[src/rtl/aud_pkg.sv]
// Shared audio datapath definitions, used by both the recorder and the player.
// Holds the serialiser state encoding, default geometry and a saturating
// 8-bit increment used by the event counters.
package aud_pkg;

  localparam int SAMPLE_W_DEF   = 16;
  localparam int FIFO_DEPTH_DEF = 2;

  typedef enum logic [2:0] {
    S_IDLE  = 3'd0,
    S_SYNC  = 3'd1,
    S_ARM   = 3'd2,
    S_SHIFT = 3'd3,
    S_TAIL  = 3'd4
  } aud_state_e;

  // Increment that sticks at 8'hFF instead of wrapping.
  function automatic logic [7:0] sat_inc8(input logic [7:0] v);
    if (v == 8'hFF) begin
      return v;
    end else begin
      return v + 8'd1;
    end
  endfunction

endpackage

[src/rtl/aud_player_if.sv]
// Upstream sample handshake between the playback/DSP stage and aud_player.
//   sample : sample word (SAMPLE_W bits), qualified by valid
//   valid  : sample is offered this cycle
//   ready  : consumer can take a sample this cycle
// master = sample producer, slave = aud_player.
interface aud_player_if #(
  parameter int SAMPLE_W = 16
);

  logic [SAMPLE_W-1:0] sample;
  logic                valid;
  logic                ready;

  modport master (output sample, output valid, input ready);
  modport slave  (input sample, input valid, output ready);

endinterface

[src/rtl/aud_fifo.sv]
// Small synchronous sample FIFO clocked on the falling edge.
//   clk/rst_n : falling-edge clock, asynchronous active-low reset
//   push/din  : write din at the tail (ignored when full)
//   pop/dout  : dout shows the head; pop advances it (ignored when empty)
//   count     : registered occupancy
//   full/empty: registered flags, consistent with count
// DEPTH must be a power of two so the pointers wrap naturally.
module aud_fifo #(
  parameter int WIDTH = 16,
  parameter int DEPTH = 2
) (
  input  logic                   clk,
  input  logic                   rst_n,
  input  logic                   push,
  input  logic [WIDTH-1:0]       din,
  input  logic                   pop,
  output logic [WIDTH-1:0]       dout,
  output logic [$clog2(DEPTH):0] count,
  output logic                   full,
  output logic                   empty
);

  localparam int PW = $clog2(DEPTH);
  localparam int CW = PW + 1;
  localparam logic [CW-1:0] DEPTH_C = CW'(DEPTH);

  logic [WIDTH-1:0] mem_r [DEPTH];
  logic [PW-1:0]    wr_ptr_r;
  logic [PW-1:0]    rd_ptr_r;
  logic [CW-1:0]    count_r;
  logic [CW-1:0]    count_nxt_s;
  logic             full_r;
  logic             empty_r;
  logic             push_ok_s;
  logic             pop_ok_s;

  assign push_ok_s = push && !full_r;
  assign pop_ok_s  = pop && !empty_r;

  // Next occupancy: a simultaneous push and pop leaves the count unchanged.
  always_comb begin
    count_nxt_s = count_r;
    case ({push_ok_s, pop_ok_s})
      2'b10:   count_nxt_s = count_r + CW'(1'b1);
      2'b01:   count_nxt_s = count_r - CW'(1'b1);
      default: count_nxt_s = count_r;
    endcase
  end

  // Sample storage; contents need no reset since the flags gate every read.
  always_ff @(negedge clk) begin
    if (push_ok_s) begin
      mem_r[wr_ptr_r] <= din;
    end
  end

  // Pointers, occupancy and flags.
  always_ff @(negedge clk or negedge rst_n) begin
    if (!rst_n) begin
      wr_ptr_r <= {PW{1'b0}};
      rd_ptr_r <= {PW{1'b0}};
      count_r  <= {CW{1'b0}};
      full_r   <= 1'b0;
      empty_r  <= 1'b1;
    end else begin
      if (push_ok_s) begin
        wr_ptr_r <= wr_ptr_r + PW'(1'b1);
      end
      if (pop_ok_s) begin
        rd_ptr_r <= rd_ptr_r + PW'(1'b1);
      end
      count_r <= count_nxt_s;
      full_r  <= (count_nxt_s == DEPTH_C);
      empty_r <= (count_nxt_s == {CW{1'b0}});
    end
  end

  assign dout  = mem_r[rd_ptr_r];
  assign count = count_r;
  assign full  = full_r;
  assign empty = empty_r;

endmodule

[src/rtl/aud_player.sv]
// Playback serialiser: buffers upstream samples and shifts one sample per
// LRC frame onto the DAC data line, LSB first, during the right (lrc=1) slot.
//   i_clk          : codec BCLK, all state changes on its falling edge
//   i_rst_n        : asynchronous active-low reset
//   i_lrc          : codec DACLRCK, high = active playback slot
//   i_en           : play enable (level)
//   ups            : sample/valid/ready handshake from upstream
//   o_dacdat       : registered serial DAC data
//   o_busy         : serialiser not idle
//   o_underrun     : one-cycle pulse when a slot starts with no sample queued
//   o_underrun_cnt : saturating underrun count
module aud_player
  import aud_pkg::*;
#(
  parameter int SAMPLE_W   = SAMPLE_W_DEF,
  parameter int FIFO_DEPTH = FIFO_DEPTH_DEF
) (
  input  logic         i_clk,
  input  logic         i_rst_n,
  input  logic         i_lrc,
  input  logic         i_en,
  aud_player_if.slave  ups,
  output logic         o_dacdat,
  output logic         o_busy,
  output logic         o_underrun,
  output logic [7:0]   o_underrun_cnt
);

  localparam int CNT_W = $clog2(SAMPLE_W);
  localparam int CW    = $clog2(FIFO_DEPTH) + 1;
  localparam logic [CNT_W-1:0] CNT_ONE  = CNT_W'(1);
  localparam logic [CNT_W-1:0] LAST_BIT = CNT_W'(SAMPLE_W - 1);
  localparam logic [CW-1:0]    DEPTH_C  = CW'(FIFO_DEPTH);

  aud_state_e          state_r;
  logic [CNT_W-1:0]    cnt_r;
  logic [SAMPLE_W-1:0] shreg_r;
  logic                dacdat_r;
  logic                underrun_r;
  logic [7:0]          ucnt_r;

  logic                push_s;
  logic                pop_s;
  logic [SAMPLE_W-1:0] head_s;
  logic [SAMPLE_W-1:0] load_s;
  logic [CW-1:0]       count_s;
  logic                full_s;
  logic                empty_s;

  // Pushing is independent of the serialiser state, including idle.
  assign push_s = ups.valid && !full_s;
  // Emptiness is the registered flag, so a push on the same edge is not seen.
  assign pop_s  = (state_r == S_ARM) && i_lrc && !empty_s;
  assign load_s = empty_s ? {SAMPLE_W{1'b0}} : head_s;

  aud_fifo #(
    .WIDTH (SAMPLE_W),
    .DEPTH (FIFO_DEPTH)
  ) u_fifo (
    .clk   (i_clk),
    .rst_n (i_rst_n),
    .push  (push_s),
    .din   (ups.sample),
    .pop   (pop_s),
    .dout  (head_s),
    .count (count_s),
    .full  (full_s),
    .empty (empty_s)
  );

  // Frame sequencer and shifter. Once a slot has started the sample always
  // runs to completion; i_en is only honoured between samples.
  always_ff @(negedge i_clk or negedge i_rst_n) begin
    if (!i_rst_n) begin
      state_r    <= S_IDLE;
      cnt_r      <= {CNT_W{1'b0}};
      shreg_r    <= {SAMPLE_W{1'b0}};
      dacdat_r   <= 1'b0;
      underrun_r <= 1'b0;
      ucnt_r     <= 8'd0;
    end else begin
      underrun_r <= 1'b0;
      case (state_r)
        S_IDLE: begin
          dacdat_r <= 1'b0;
          if (i_en) begin
            state_r <= S_SYNC;
          end
        end
        // Wait for the left half so playback never starts mid-slot.
        S_SYNC: begin
          dacdat_r <= 1'b0;
          if (!i_en) begin
            state_r <= S_IDLE;
          end else if (!i_lrc) begin
            state_r <= S_ARM;
          end
        end
        S_ARM: begin
          if (i_lrc) begin
            shreg_r  <= load_s;
            dacdat_r <= load_s[0];
            cnt_r    <= CNT_ONE;
            state_r  <= S_SHIFT;
            if (empty_s) begin
              underrun_r <= 1'b1;
              ucnt_r     <= sat_inc8(ucnt_r);
            end
          end else begin
            dacdat_r <= 1'b0;
            if (!i_en) begin
              state_r <= S_IDLE;
            end
          end
        end
        S_SHIFT: begin
          dacdat_r <= shreg_r[cnt_r];
          cnt_r    <= cnt_r + CNT_ONE;
          if (cnt_r == LAST_BIT) begin
            state_r <= S_TAIL;
          end
        end
        // A short right slot has already dropped lrc, so this exits at once.
        S_TAIL: begin
          dacdat_r <= 1'b0;
          if (!i_lrc) begin
            state_r <= i_en ? S_ARM : S_IDLE;
          end
        end
        default: begin
          state_r  <= S_IDLE;
          dacdat_r <= 1'b0;
        end
      endcase
    end
  end

  assign ups.ready      = (count_s < DEPTH_C);
  assign o_dacdat       = dacdat_r;
  assign o_busy         = (state_r != S_IDLE);
  assign o_underrun     = underrun_r;
  assign o_underrun_cnt = ucnt_r;

endmodule

[src/flat_wrapper.sv]
// flat-port wrapper written by rule: the top's interface ports become plain ports
module aud_player_flat import aud_pkg::*;
#(
  parameter int SAMPLE_W   = SAMPLE_W_DEF,
  parameter int FIFO_DEPTH = FIFO_DEPTH_DEF
)
  (i_clk, i_rst_n, i_lrc, i_en, o_dacdat, o_busy, o_underrun, o_underrun_cnt, ups_sample, ups_valid, ups_ready);
  aud_player_if #(.SAMPLE_W(SAMPLE_W)) ups_i ();
  input  logic i_clk;
  input  logic i_rst_n;
  input  logic i_lrc;
  input  logic i_en;
  output logic o_dacdat;
  output logic o_busy;
  output logic o_underrun;
  output logic [7:0] o_underrun_cnt;
  input wire logic [$bits(ups_i.sample)-1:0] ups_sample;
  input wire logic [$bits(ups_i.valid)-1:0] ups_valid;
  output wire logic [$bits(ups_i.ready)-1:0] ups_ready;
  assign ups_i.sample = ups_sample;
  assign ups_i.valid = ups_valid;
  assign ups_ready = ups_i.ready;
  aud_player #(.SAMPLE_W(SAMPLE_W), .FIFO_DEPTH(FIFO_DEPTH)) u_core (.i_clk(i_clk), .i_rst_n(i_rst_n), .i_lrc(i_lrc), .i_en(i_en), .ups(ups_i), .o_dacdat(o_dacdat), .o_busy(o_busy), .o_underrun(o_underrun), .o_underrun_cnt(o_underrun_cnt));
endmodule
[config.mk]
export PLATFORM = sky130hd
export DESIGN_NAME = aud_player_flat
export DESIGN_NICKNAME = d
export VERILOG_FILES = /design/src/rtl/aud_pkg.sv /design/src/rtl/aud_player_if.sv /design/src/rtl/aud_fifo.sv /design/src/rtl/aud_player.sv /design/src/flat_wrapper.sv
export SDC_FILE = /design/constraint.sdc
export NUM_CORES = 1
export LEC_CHECK = 0
export CAP_MARGIN = 20
export CORE_UTILIZATION = 50
export CTS_CLUSTER_DIAMETER = 40
export DETAILED_ROUTE_END_ITERATION = 10
export PLACE_DENSITY_LB_ADDON = 0.3
export SLEW_MARGIN = 20
export SYNTH_ARGS = -nofsm -noshare
export SYNTH_HDL_FRONTEND = slang
export SYNTH_SLANG_ARGS = --single-unit
export TNS_END_PERCENT = 100
[constraint.sdc]
create_clock -name i_clk -period 2 [get_ports i_clk]
set_input_delay 0.2 -clock i_clk [delete_from_list [all_inputs] [get_ports i_clk]]
set_output_delay 0.2 -clock i_clk [all_outputs]
set_load 0.02 [all_outputs]
Word-level counts from Yosys, hierarchy flattened
Memories as Yosys holds them, arrays and structs flattened.
Cells that the tools add are included.
{"block": "op_classes", "n_addsub": 6, "magnitude_cmp": 2, "eq_ne": 15, "n_mux": 22, "n_bitwise": 1, "n_reduce_logical": 15}
{"cell": "$mux W3", "count": 7}
{"cell": "$mux W16", "count": 1}
{"cell": "$pmux W3 S5", "count": 1}
{"cell": "$add A8 B1 Y8 const B", "count": 1}
{"cell": "$eq A8 B8 Y1 const B", "count": 1}
{"cell": "$pmux W4 S2", "count": 1}
{"cell": "$mux W1", "count": 7}
{"cell": "$eq A3 B2 Y1 const B", "count": 2}
{"cell": "$ne A2 B2 Y1 const B", "count": 3}
{"cell": "$ne A3 B3 Y1 const B", "count": 2}
{"cell": "$logic_and A1 B1 Y1", "count": 5}
{"cell": "$lt A4 B5 Y1 const B", "count": 1}
{"cell": "$reduce_and A5 Y1", "count": 1}
{"cell": "$add A4 B1 Y4 const B", "count": 1}
{"cell": "$bmux W1 S4", "count": 1}
{"cell": "$eq A2 B2 Y1 const B", "count": 2}
{"cell": "$eq A4 B4 Y1 const B", "count": 1}
{"cell": "$mux W4", "count": 1}
{"cell": "$pmux W2 S2", "count": 1}
{"cell": "$reduce_and A2 Y1", "count": 2}
{"cell": "$reduce_and A4 Y1", "count": 1}
{"cell": "$eq A3 B1 Y1 const B", "count": 1}
{"cell": "$eq A3 B3 Y1 const B", "count": 1}
{"cell": "$logic_not A3 Y1", "count": 1}
{"cell": "13 further kinds", "count": 15}
{"block": "word_totals", "register_bits": 39, "ram_bits": 32, "input_bits": 21, "out_inout_bits": 12, "elab_cells": 73, "n_memories": 1}
{"name": "u_core.u_fifo.mem_r", "depth": 2, "width": 16, "rd": 1, "rd_clocked_by_memory_dff": 0, "write_ports": 1, "line": "aud_fifo.sv:27", "text": "logic [WIDTH-1:0] mem_r [DEPTH];"}

Longest topological paths before layout
Gate-level depths: netlist (run 1).
{"block": "depth", "depth_word": 7, "mapped_depth": 10, "mapped_depth_nobuf": 8}

By module
A second synthesis (run 1) with hierarchy kept.
{"block": "unflattened", "hier_cells": 242, "hier_area_um2": 3138.0}
{"mod": "aud_player", "n_inst": 1, "cells_per_inst": 165, "area_per_inst_um2": 1647.8, "seq_area_each_um2": 825.8}
{"mod": "aud_fifo", "n_inst": 1, "cells_per_inst": 77, "area_per_inst_um2": 1490.2, "seq_area_each_um2": 1112.3}

==> results.cfg, run 1 <==
[setup_path]
path_class = reg -> out
cp.arrival_ns = 2.18
critical-path-top-delay-family = simple AND/OR/NAND/NOR gates
path_depth = 2
r2r_start = u_core.cnt_r[0]
rr_worst_depth = 4
worstPathCellList = or3_4, buf_6
slowest_delay_ns = 0.38
endpoint = o_busy
end_kind = output pin
startpoint = u_core.state_r[1]
critPathSlowestCell = or3_4
r2r_slack_ns = 0.06
critPathRequiredTime_ns = 1.80
cp_num_buf_inv = 1
crit_path_start_kind = register
r2r_end = u_core.o_dacdat
critPathMaxFanout = 2

[synth]
synth_fp_nets = 246
ys_ff_latch = 71
synth_top_flop_cell = dfrtn_1
async_flop_share_pct = 54.9
yosysSeqAreaShare_pct = 64.3
ys_types = 46
yosysWarnings = 0
synth-edff-count = 32
syn_area_um2 = 3010
postSynthCellCount = 222
avgSynthCellArea_um2 = 13.6

[route]
first_pass_iters = 4
dr.first_iter.drc_count = 76
drc_errors = 0
num_vias = 2006
via_per_inst = 5.12
ant_nets = 0
avgRoutedWirePerCell_um = 13.9
drt_wl_total_um = 5440

[sta]
final.setup_skew_ns = 0.0605
drv_slew = 0
setup_slack_ns = -0.379
final-setup-viol-count = 13
hold_ws_ns = 0.421
timing.final.hold_violations = 0
max_slew_margin_pct = 79.2
rsz0062_at_grt = true
setup_tns_ns = -1.31
worst_pin_slew_ns = 0.304

[global_route]
grt_first_pass_wirelength_um = 9290
grtUsageTotal_pct = 19.8
antenna_found_initial = 0
grt_max_degree = 26
grt-ovfl-total = 0
grt_pass1_vias = 2085

[layout]
antennaDiodeCount = 0
syn2layout_area_growth_pct = 33.2
drive_gt1_share_pct = 25.9
final_nets = 339
postLayoutCoreUtil_pct = 71.2

[die]
core_area_um2 = 5640
row_count = 27
fp.dieW_um = 79.6
die_h_um = 79.6
start_util_pct = 53.4
dieArea_um2 = 6340
io_pins = 33

[placed_design]
place.gp.congestion = 0.750
post-dp-hpwl_um = 3690
io_buffer_count = 32

[power_and_ir_drop]
p_int_mw = 3.51
p_switching_mw = 1.86
power.share.combinational_pct = 34.8
swShare_pct = 34.7
p_leak_nw = 1.84
power.share.sequential_pct = 42.6
p_total_mw = 5.38
peakVddDrop_uv = 804
clkPwrFrac_pct = 22.6
powerDensity_nw_per_um2 = 1340

[clock_tree]
clk-insertion-delay-late_ns = 0.39
htree_levels = 3
path_clk_slew_ns = 0.05
clk_path_buf_depth = 2
tritoncts = built
postCtsHoldBufs = 0
numCtsBuffers = 9
clock_sinks = 71
cts_root_buffer = clkbuf_8

[min_path]
hp-class = reg -> reg

[run_status]
status = finished, violations left
violations = negative setup slack

[job]
drv_cap = 0
## how the worst min path moves through the flow
stage	startpoint	to	slack [ns]	cells after the start
6_report	u_core.shreg_r[1]	u_core.shreg_r[1]	0.42	2
5_1_grt	u_core.shreg_r[1]	u_core.shreg_r[1]	0.45	2
4_1_cts	u_core.shreg_r[1]	u_core.shreg_r[1]	0.42	2
3_5_place_dp	u_core.u_fifo.mem_r[0][3]	u_core.shreg_r[3]	0.42	2
3_3_place_gp	u_core.u_fifo.mem_r[0][8]	u_core.shreg_r[8]	0.41	2
2_1_floorplan	u_core.u_fifo.mem_r[0][10]	u_core.shreg_r[10]	0.40	2
## sequential cells by signal, indices dropped and copies added, names as in the netlist, 2 cells and up
signal	cells
u_core.cnt_r	4
u_core.o_underrun_cnt	8
u_core.shreg_r	16
u_core.state_r	3
u_core.u_fifo.count	2
u_core.u_fifo.mem_r	32
## power groups by stage
stage,Combinational (mW),Sequential [mW],Clock (mW)
6_report,1.87,2.29,1.22
3_5_place_dp,1.79,2.29,0.102
2_1_floorplan,1.28,2.24,0.102
3_3_place_gp,1.74,2.27,0.102
4_1_cts,1.89,2.29,1.25
5_1_grt,2.05,2.33,1.37
## cells in the mapped netlist (4+ instances only)
cell,count,share of area [%]
dfrtn_1,38,32
edfxtp_1,32,32
o21ai_0,22,3.7
nand2_1,19,2.4
mux2i_1,16,5.3
nor2_1,9,1.1
xnor2_1,9,2.6
nand2b_1,6,1.2
inv_1,5,0.62
clkbuf_1,4,0.50
nand4_1,4,0.83
xor2_1,4,1.2
## layer usage
| metal | global-route usage [%] | wire, um | up-vias |
|---|---|---|---|
| met5 | 0 | 0 | - |
| met4 | 10.7 | 85 | 0 |
| met3 | 3.20 | 158 | 7 |
| met2 | 33.0 | 2810 | 45 |
| met1 | 24.5 | 2390 | 961 |
| li1 | - | - | 993 |
## through the flow
| stage | instance area [um^2] | instances | setup WS (ns) |
|---|---|---|---|
| floorplan | 3120 | 222 | -0.444 |
| global placement | 3650 | 339 | -0.793 |
| detailed placement | 3650 | 339 | -0.818 |
| CTS | 4010 | 391 | -0.394 |
| global route | 4020 | 392 | -0.405 |
| finish | 4020 | 392 | -0.379 |
## tightest hold or removal path, delay by kind of cell (launching register included)
| family | cells | cell delay [ns] |
|---|---|---|
| AO/OA/AOI/OAI | 1 | 0.06 |
| flip-flops | 1 | 0.40 |
| AND/OR/NAND/NOR | 1 | 0.05 |
## kinds of logic after synthesis
family / after synthesis / share of synthesized area (%)
xor gates and xnor gates: 13 / 3.78
and+or+nand+nor: 62 / 11.4
DFF: 71 / 64.3
muxes: 21 / 8.92
adders and majority gates: 3 / 1.25
buffers and inverters: 17 / 3.45
AOI/OAI and AO/OA: 35 / 6.89
## area by class of cell
| class | instances | area [um^2] |
|---|---|---|
| multi-input cells | 134 | 1090 |
| repair buffers | 62 | 593 |
| fillers | 394 | 1630 |
| flip-flops and latches | 71 | 1940 |
| well taps | 72 | 90.1 |
| clock buffers | 9 | 124 |
| inverters | 4 | 15.0 |
| clock inverters | 40 | 165 |
## layout by cell type (no fill, tap or decap), types with 4 or more instances in the layout
cell	instances
nand4_1	4
xnor2_1	6
clkbuf_8	9
nand2b_1	4
buf_4	27
o21ai_0	22
mux2i_1	16
dfrtn_1	38
xor2_1	4
nand2_1	18
inv_1	35
buf_6	13
clkdlybuf4s50_1	17
edfxtp_1	32
nor2_1	6
## what timing repair did
item / 4_1_cts / 5_1_grt
pin swaps: 5 / 2
resized for setup: 82 / 0
setup buffers: 4 / 1
endpoints found under the setup margin: 78 / 15
Note: power is estimated with default switching activity, not from simulation.
==> run 2: changes to the inputs <==
- CTS_BUF_LIST: default -> sky130_fd_sc_hd__clkbuf_16
- HOLD_SLACK_MARGIN: default -> 0.12
==> results.cfg, run 2 (same netlist as run 1, synthesis figures left out) <==
[power_and_ir_drop]
power.share.sequential_pct = 39.2
powerDensity_nw_per_um2 = 1420
swShare_pct = 33.2
p_total_mw = 5.85
p_int_mw = 3.91
p_leak_nw = 1.89
power.share.combinational_pct = 32.3
peakVddDrop_uv = 843
p_switching_mw = 1.94
clkPwrFrac_pct = 28.5

[sta]
worst_pin_slew_ns = 0.293
rsz0062_at_grt = true
final-setup-viol-count = 13
final.setup_skew_ns = 0.0617
drv_slew = 0
timing.final.hold_violations = 0
setup_slack_ns = -0.383
max_slew_margin_pct = 79.9
hold_ws_ns = 0.431

[setup_path]
crit_path_start_kind = register
critPathRequiredTime_ns = 1.80
path_class = reg -> out
end_kind = output pin
critPathMaxFanout = 2
cp.arrival_ns = 2.18

[clock_tree]
clock_sinks = 71
postCtsHoldBufs = 0
path_clk_slew_ns = 0.04
cts_root_buffer = clkbuf_16
htree_levels = 3
clk_path_buf_depth = 2
numCtsBuffers = 9
clk-insertion-delay-late_ns = 0.39
tritoncts = built

[placed_design]
post-dp-hpwl_um = 3690
pre_cts_slack_ns = -0.818
dp.cells = 339
io_buffer_count = 32
place.gp.congestion = 0.750

[global_route]
grt_first_pass_wirelength_um = 9560
grtUsageTotal_pct = 20.3
antenna_found_initial = 0
grt-ovfl-total = 0
grt_max_degree = 26
grt_pass1_vias = 2118

[route]
num_vias = 2060
avgRoutedWirePerCell_um = 14.3
via_per_inst = 5.26
dr.first_iter.drc_count = 90
ant_nets = 0
drc_errors = 0
first_pass_iters = 4
drt_wl_total_um = 5610

[die]
row_count = 27
dieArea_um2 = 6340
core_area_um2 = 5640
start_util_pct = 53.4
io_pins = 33
fp.dieW_um = 79.6
die_h_um = 79.6

[layout]
antennaDiodeCount = 0
final_cell_mix = dfrtn_1, inv_1, edfxtp_1
drive_gt1_share_pct = 25.9
final_common_cell = dfrtn_1
final_nets = 339
largest_register_ffs = 32
postLayoutCoreUtil_pct = 73.0
nFillCells = 381
top_register = u_core.u_fifo.mem_r
finalNonFillerCells = 392
syn2layout_area_growth_pct = 36.7

[min_path]
hp-class = reg -> reg

[job]
drv_cap = 0

[run_status]
violations = negative setup slack
status = finished, violations left
[run 2: area by class of cell]
class	count	area, um^2	share of cell area, %
Clock buffer	9	225	5.47
Clock inverter	40	165	4.01
Inverter	4	15.0	0.364
Tap cell	72	90.1	2.19
Timing Repair Buffer	62	597	14.5
Multi-Input combinational cell	134	1090	26.5
Sequential cell	71	1940	47.0
[run 2: what timing repair did]
item	CTS	global route
pin swaps	5	2
endpoints found under the setup margin	78	16
cloned	0	0
resized for setup	82	1
setup buffers	4	1
[run 2: worst paths after layout]
check | slack [ns] | from | end | depth (start not counted)
min | 0.43 | u_core.shreg_r[5] | u_core.shreg_r[5] | 2
min in group asynchronous | 0.60 | i_rst_n | u_core.o_underrun_cnt[2] | 1
min reg2reg | 0.43 | u_core.shreg_r[5] | u_core.shreg_r[5] | 2
max in group asynchronous | 0.97 | i_rst_n | u_core.shreg_r[8] | 2
max reg2reg | 0.07 | u_core.cnt_r[0] | u_core.o_dacdat | 4
max | -0.38 | u_core.state_r[1] | o_busy | 2
[run 2: power groups by stage]
stage	clock [mW]	sequential (mW)	combinational (mW)
global route	1.80	2.34	2.07
detailed placement	0.102	2.29	1.79
CTS	1.69	2.29	1.91
floorplan	0.102	2.24	1.28
global placement	0.102	2.27	1.74
finish	1.67	2.29	1.89
[run 2: layer usage]
| layer | vias to the layer above | part of all wire [%] | wire [um] | global-route usage (%) |
|---|---|---|---|---|
| met5 | - | 0 | 0 | 0 |
| met3 | 10 | 3.2 | 178 | 2.63 |
| li1 | 996 | - | - | - |
| met1 | 1000 | 43 | 2410 | 24.6 |
| met4 | 0 | 2.2 | 126 | 10.7 |
| met2 | 54 | 52 | 2900 | 35.1 |
[run 2: per-stage QoR]
stage	instance area, um^2	setup TNS [ns]
finish	4120	-1.35
global route	4120	-1.64
CTS	4110	-1.39
detailed placement	3650	-42.42
global placement	3650	-40.40
floorplan	3120	-1.93
[run 2: worst max-delay path, stage by stage, from the launching register on]
cell and delay, ns:
dfrtn_1 0.34, or3_4 0.38, buf_6 0.14
